## src/rtl/counter_ud_mc.sv

```systemverilog
// counter_ud_mc
//   A bank of CHANNELS independent up/down counters that share one upper
//   limit (max_val) and one wrap/saturate mode. Each channel counts over
//   0..max_val. Per cycle, each channel applies the first matching rule:
//   clear, then load, then count, then hold. tc flags a boundary event.
//
// Parameters
//   WIDTH    : counter bit width (>= 2)
//   CHANNELS : number of independent counters (>= 1)
//   SELW     : width of ch_sel, max(1, $clog2(CHANNELS))
//
// Ports
//   clk      : clock; all state updates on the rising edge
//   rstn     : asynchronous active-low reset
//   en       : per-channel count enable
//   down     : per-channel direction, 1 = decrement, 0 = increment
//   clr      : per-channel synchronous clear (highest priority)
//   load_en  : load strobe for channel ch_sel
//   ch_sel   : channel targeted by load_en; out-of-range values are ignored
//   load_val : value loaded, clamped to max_val
//   max_val  : shared upper limit
//   sat_mode : 1 = saturate at the limits, 0 = wrap
//   count    : registered counts, channel i at [i*WIDTH +: WIDTH]
//   tc       : registered one-cycle terminal-count pulse per channel
//   zero     : combinational flag, channel count == 0

module counter_ud_mc #(
  parameter int WIDTH    = 8,
  parameter int CHANNELS = 4,
  localparam int SELW    = (CHANNELS > 1) ? $clog2(CHANNELS) : 1
) (
  input  logic                      clk,
  input  logic                      rstn,
  input  logic [CHANNELS-1:0]       en,
  input  logic [CHANNELS-1:0]       down,
  input  logic [CHANNELS-1:0]       clr,
  input  logic                      load_en,
  input  logic [SELW-1:0]           ch_sel,
  input  logic [WIDTH-1:0]          load_val,
  input  logic [WIDTH-1:0]          max_val,
  input  logic                      sat_mode,
  output logic [CHANNELS*WIDTH-1:0] count,
  output logic [CHANNELS-1:0]       tc,
  output logic [CHANNELS-1:0]       zero
);

  logic [CHANNELS-1:0][WIDTH-1:0] count_q;
  logic [CHANNELS-1:0][WIDTH-1:0] count_d;
  logic [CHANNELS-1:0]            tc_q;
  logic [CHANNELS-1:0]            tc_d;
  logic [WIDTH-1:0]               load_clamped;

  // A loaded value never lands above the shared limit.
  assign load_clamped = (load_val > max_val) ? max_val : load_val;

  always_comb begin
    count_d = count_q;
    tc_d    = '0;
    for (int i = 0; i < CHANNELS; i++) begin
      if (clr[i]) begin
        count_d[i] = '0;
      end else if (load_en && (32'(ch_sel) == i)) begin
        // An out-of-range ch_sel matches no channel, so it is ignored.
        count_d[i] = load_clamped;
      end else if (en[i]) begin
        if (!down[i]) begin
          // ">=" also catches a count left above a shrunken max_val.
          if (count_q[i] >= max_val) begin
            tc_d[i]    = 1'b1;
            count_d[i] = sat_mode ? max_val : '0;
          end else begin
            count_d[i] = count_q[i] + WIDTH'(1);
          end
        end else begin
          if (count_q[i] == '0) begin
            tc_d[i]    = 1'b1;
            count_d[i] = sat_mode ? '0 : max_val;
          end else begin
            count_d[i] = count_q[i] - WIDTH'(1);
          end
        end
      end
    end
  end

  always_ff @(posedge clk or negedge rstn) begin
    if (!rstn) begin
      count_q <= '0;
      tc_q    <= '0;
    end else begin
      count_q <= count_d;
      tc_q    <= tc_d;
    end
  end

  always_comb begin
    zero = '0;
    for (int i = 0; i < CHANNELS; i++) begin
      zero[i] = (count_q[i] == '0);
    end
  end

  assign count = count_q;
  assign tc    = tc_q;

endmodule
```

## config.mk

```make
export PLATFORM = sky130hd
export DESIGN_NAME = counter_ud_mc
export DESIGN_NICKNAME = d
export VERILOG_FILES = /design/src/rtl/counter_ud_mc.sv
export SDC_FILE = /design/constraint.sdc
export NUM_CORES = 1
export LEC_CHECK = 0
export CAP_MARGIN = 20
export CORE_MARGIN = 2
export CORE_UTILIZATION = 35
export CTS_BUF_LIST = sky130_fd_sc_hd__clkbuf_4
export CTS_CLUSTER_SIZE = 24
export DETAILED_ROUTE_END_ITERATION = 7
export GPL_ROUTABILITY_DRIVEN = 1
export PLACE_DENSITY = 0.68
export SLEW_MARGIN = 30
export SYNTH_ARGS = -nofsm -noshare
export SYNTH_HDL_FRONTEND = slang
export SYNTH_SLANG_ARGS = --single-unit
```

## constraint.sdc

```tcl
create_clock -name clk -period 5 [get_ports clk]
set_clock_uncertainty 0.1 [all_clocks]
set_input_delay 1 -clock clk [delete_from_list [all_inputs] [get_ports clk]]
set_output_delay 1 -clock clk [all_outputs]
set_load 0.05 [all_outputs]
```

# Word-level counts from Yosys, hierarchy flattened
# Index checks and enable logic that the tools add are counted.
[word_totals]
in_bits = 34
word_cells = 85
register_bits = 36
output_inout_bits = 40
[classes]
mux = 51
eq_ne = 3
magnitude_cmp = 5
n_reduce_logical = 13
addsub = 8
[ops]
columns = ["op", "count"]
rows = [
  ["$mux 8", 27],
  ["$add 8x1->8 const B", 4],
  ["$ge 8x8->1", 4],
  ["$logic_not 8->1", 4],
  ["$sub 8x1->8 const B", 4],
  ["$mux 1", 24],
  ["$reduce_bool 3->1", 4],
  ["$gt 8x8->1", 1],
  ["$eq 2x2->1 const B", 2],
  ["$logic_and 1x1->1", 4],
  ["$eq 2x1->1 const B", 1],
  ["$logic_not 2->1", 1],
]

# Longest topological paths before layout
[logic_depth]
depth_word = 6
mapped_depth = 11
ltp_nobuf = 10

# Worst setup path after synthesis
# OpenSTA, ideal clock, no wires.
[synth_timing]
path_type = "input -> register"
from = "input port max_val[3]"
to = "register count_q, in the netlist count[12]"
setup_slack_ps = 1864
cell_stages = 10
t_required_ps = 4806
path_buffers = 1
setup_time_ps = 94
arrival_time_ps = 2942
cell_sequence = "inv_1 ha_1 o21a_1 a21oi_1 o31ai_1 clkbuf_1 nor2_1 a211oi_1 nor3_1 a211oi_1"
[synth_between]
elab_chain_cells = 6
word_cells_on_any_way = 8
classes_between = "order compare: 2; mux: 6"
[synth_lines]
columns = ["element", "line_no", "rtl"]
rows = [
  ["start, declared", "40", "input logic [WIDTH-1:0] max_val,"],
  ["$ge 8x8->1", "68", "if (count_q[i] >= max_val) begin"],
  ["$mux 8", "68", ""],
  ["$mux 8", "66", "if (!down[i]) begin"],
  ["$mux 8", "65", "end else if (en[i]) begin"],
  ["$mux 8 *", "62", "end else if (load_en && (32'(ch_sel) == i)) begin"],
  ["$mux 8 *", "60", "if (clr[i]) begin"],
  ["end signal, assigned", "91", "count_q <= count_d;"],
  ["end, declared", "47", "logic [CHANNELS-1:0][WIDTH-1:0] count_q;"],
]
# Mark *: on every way between the ends. The rest lies on a longest branch, timed or not. The select of a mux whose other input is x is not followed.
# A chain may end at the register's enable or synchronous reset.

# Worst setup path in the final report
[layout_timing]
from = "register count_q, in the netlist count[0]"
to = "output port zero[0]"
[layout_between]
elab_chain_cells = 1
[layout_lines]
columns = ["element", "line_no", "rtl"]
rows = [
  ["$logic_not 8->1", "99", "zero[i] = (count_q[i] == '0);"],
  ["end, declared", "44", "output logic [CHANNELS-1:0] zero"],
]
# No other way between the ends.

==> results.yml <==
synth:
  post-synth-top-count-cell: "nor2_1"
  edff_count_synth: 0
  ys.warnings.count: 0
  netlist.top_cell.by_area: "dfrtp_1"
  synthCells: 624
  synth_top_area_share_pct: 19.1
  synth_sequential_area_ratio_pct: 19.1
  ys_top_cells_by_count: "nor2_1 (67), nand2_1 (54), ha_1 (52)"
  synth-seq-cells: 36
  netlist_top_cells_area: "dfrtp_1 (19%), ha_1 (14%), nor2_1 (5.3%)"
  post_synth.cell_area_avg_um2: 7.57
  post_synthesis_cell_area_um2: 4730
  synth_cell_types: 65
  yosys_most_used_dff: "dfrtp_1"
  synth_async_sr_flop_share_pct: 100
  net_count_synth: 710
setup_path:
  cp-start-kind: "flip-flop"
  critical-path-top-delay-family: "buffers and inverters"
  crit_buf_inv: 3
  cp-end-kind: "output port"
  reg2reg_depth: 8
  endpoint_required_time_on_the_critical_path_ns: 3.90
  worstPathArrival_ns: 3.20
  critical_path_peak_fanout: 8
  crit_slowest_cell: "clkdlybuf4s50_1"
  critPathKind: "flip-flop to output port"
  crit_reg_reg_startpoint: "count[16]"
  cp_slowest_stage_delay_ns: 0.82
  critical_path.reg2reg.endpoint: "count[22]"
  timing.critical_path.mode_cell: "inv_1"
  setup.reg_to_reg.worst_slack_ns: 1.91
  path_cells: "inv_1 > ha_1 > nor4b_1 > nand2_1 > inv_1 > clkdlybuf4s50_1"
place:
  dp.cells: 840
  portBuffers: 73
  placer_congestion_estimate: 0.936
  dp_hpwl_mm: 13.0
grt:
  grt_antenna_before_repair: 0
  globalRouteOverflowTotal: 0
  global_route.usage.total_pct: 24.9
  number_of_global_route_vias_before_repair: 4880
  grt_pass1_wl_mm: 27.9
  grt_start_max_net_pins: 37
clocking:
  cts.htree.levels: 2
  clock_tree.buffer_depth: 2
  ctsHoldBuffers: 0
  clock_latency_on_the_worst_skew_pair_ns: 0.37
  post_cts.repair.setup_buffers: 0
  cts.root.buffer_cell: "clkbuf_4"
  cts-resized-gates: 0
  clk_transition_reported_paths_ns: 0.13
  clock_sink_count: 36
  cts_tree: "yes"
  numCtsBuffers: 5
pwr:
  powerDensity_nw_per_um2: 263
  total_switching_power_mw: 0.763
  static-leakage-power_nw: 2.30
  power_switching_share_pct: 51.9
  vdd_ir_drop_max_mv: 0.114
  seqPwrFrac_pct: 28.7
  p_int_mw: 0.707
  clock_power_share_pct: 11.6
  p_total_mw: 1.47
  p_comb_share_pct: 59.7
floorplan:
  dieArea_um2: 14400
  chipWidth_um: 120
  floorplan.initialDensity_pct: 35.8
  die_height_um: 120
  coreArea_um2: 13200
  pin_count: 74
  fp-row-count: 42
timing:
  finalHoldViolCount: 0
  setup-tns-final_ns: 0
  final_min_period_over_clock_period_pct: 86.1
  transition_time_at_the_pin_with_the_least_slew_margin_ns: 0.789
  final-setup-viol-count: 0
  rsz_0062_raised_after_global_routing: "no"
  finalCriticalPeriod_ns: 4.30
  maxSlewHeadroom_pct: 47.2
  finalMaxSlewViolations: 0
  timing.fmax_mhz: 232
layout:
  post_route_cells_drive_above_1_share_pct: 4.92
  finalNonFillerCells: 848
  final_nets: 757
  area.growth.synth_to_final_pct: 18.5
route:
  viasPerCell: 6.26
  route.vias.total: 5305
  drt_iter0_drc: 525
  detailed_routing_iteration_count_for_the_pre_antenna_repair_pass: 5
  wirelength_mm: 18.1
  routedWlPerCell_um: 21.4
  route.detailed.drc: 0
  postRouteAntennaNets: 0
run:
  cap_viol_max_count: 0
min_path:
  hold_path.class: "input pin to async pin"
status:
  status: "completed"
==> final cells by class <==
cell class | count | area, µm²
Fill cell | 1359 | 7590
Tap cell | 176 | 220
Antenna cell | 1 | 2.50
Timing Repair Buffer | 80 | 781
Inverter | 31 | 129
Clock buffer | 5 | 37.5
Sequential cell | 36 | 901
Multi-Input combinational cell | 517 | 3520
Clock inverter | 2 | 7.51
==> registers in the layout (all words and copies together), names as in the netlist <==
signal	count
tc	4
count	32
==> cells in the final DEF, fill, tap and decap left out, types with 5 or more instances in the layout <==
cell type,netlist,routed
o211ai_1,13,13
mux2i_1,15,15
a221oi_1,5,5
a2111oi_0,9,9
a22oi_1,5,5
dfrtp_1,36,36
nor2_1,67,67
a21oi_1,33,33
xnor2_1,14,14
clkbuf_4,0,5
ha_1,52,52
o21ai_0,29,29
o22ai_1,11,11
a311oi_1,5,5
nand3_1,31,31
nand2b_1,12,12
o21a_1,5,5
o221ai_1,7,7
buf_4,0,8
a31oi_1,10,10
nand2_1,54,54
nor3_1,25,25
and3_1,10,10
inv_1,29,29
xor2_1,9,9
o31ai_1,8,8
clkdlybuf4s50_1,0,72
a211oi_1,21,21
==> worst reg2reg max path, delay by kind of cell (launching register included) <==
| kind | cells | cell delay (ns) |
|---|---|---|
| buffers and inverters | 1 | 0.14 |
| and+or+nand+nor | 1 | 0.14 |
| DFF | 1 | 0.55 |
| AOI/OAI and AO/OA | 5 | 1.73 |
| adders and majority gates | 1 | 0.28 |
==> stage by stage <==
| step | cell area (µm²) | utilization [%] | hold slack [ns] | setup WS [ns] |
|---|---|---|---|---|
| after floorplan | 4730 | - | 0.604 | 1.86 |
| after global placement | 5550 | 42.1 | 0.676 | 0.773 |
| after detailed placement | 5550 | 42.1 | 0.687 | 0.706 |
| after CTS | 5590 | 42.4 | 0.673 | 0.737 |
| after global routing | 5600 | 42.4 | 0.513 | 0.569 |
| final | 5600 | 42.4 | 0.492 | 0.697 |
==> how the worst max path moves through the flow <==
stage                from   endpoint  depth (start not counted)  slack (ns)
5_1_grt          count[0]    zero[0]                          6        0.57
4_1_cts          count[0]    zero[0]                          6        0.74
6_report         count[0]    zero[0]                          6        0.70
3_3_place_gp   max_val[1]   count[3]                         10        0.77
3_5_place_dp   max_val[1]   count[3]                         10        0.71
2_1_floorplan  max_val[3]  count[12]                         10        1.86
==> power groups by stage <==
stage	Clock, mW	Combinational (mW)	Sequential, mW
4_1_cts	0.172	0.867	0.419
6_report	0.171	0.878	0.422
3_5_place_dp	0	0.862	0.425
2_1_floorplan	0	0.529	0.483
3_3_place_gp	0	0.849	0.425
5_1_grt	0.181	0.954	0.429
==> per-layer routing <==
layer,vias to the layer above,wire length [µm],GRT usage [%]
met4,0,685,9.12
met2,310,7950,38.2
met1,2500,7860,35.1
met5,-,0,0
met3,52,1620,4.01
li1,2443,-,-
==> cells by family after synthesis <==
family / Yosys count / synth area share, %
flip-flops: 36 / 19.1
adder cells (fa/ha/maj): 52 / 13.8
multiplexers: 19 / 4.13
AND/OR/NAND/NOR: 232 / 23.7
AO/OA/AOI/OAI: 191 / 28.7
buffers and inverters: 71 / 6.43
XOR/XNOR: 23 / 4.26
Note: power is estimated with default switching activity, not from simulation.
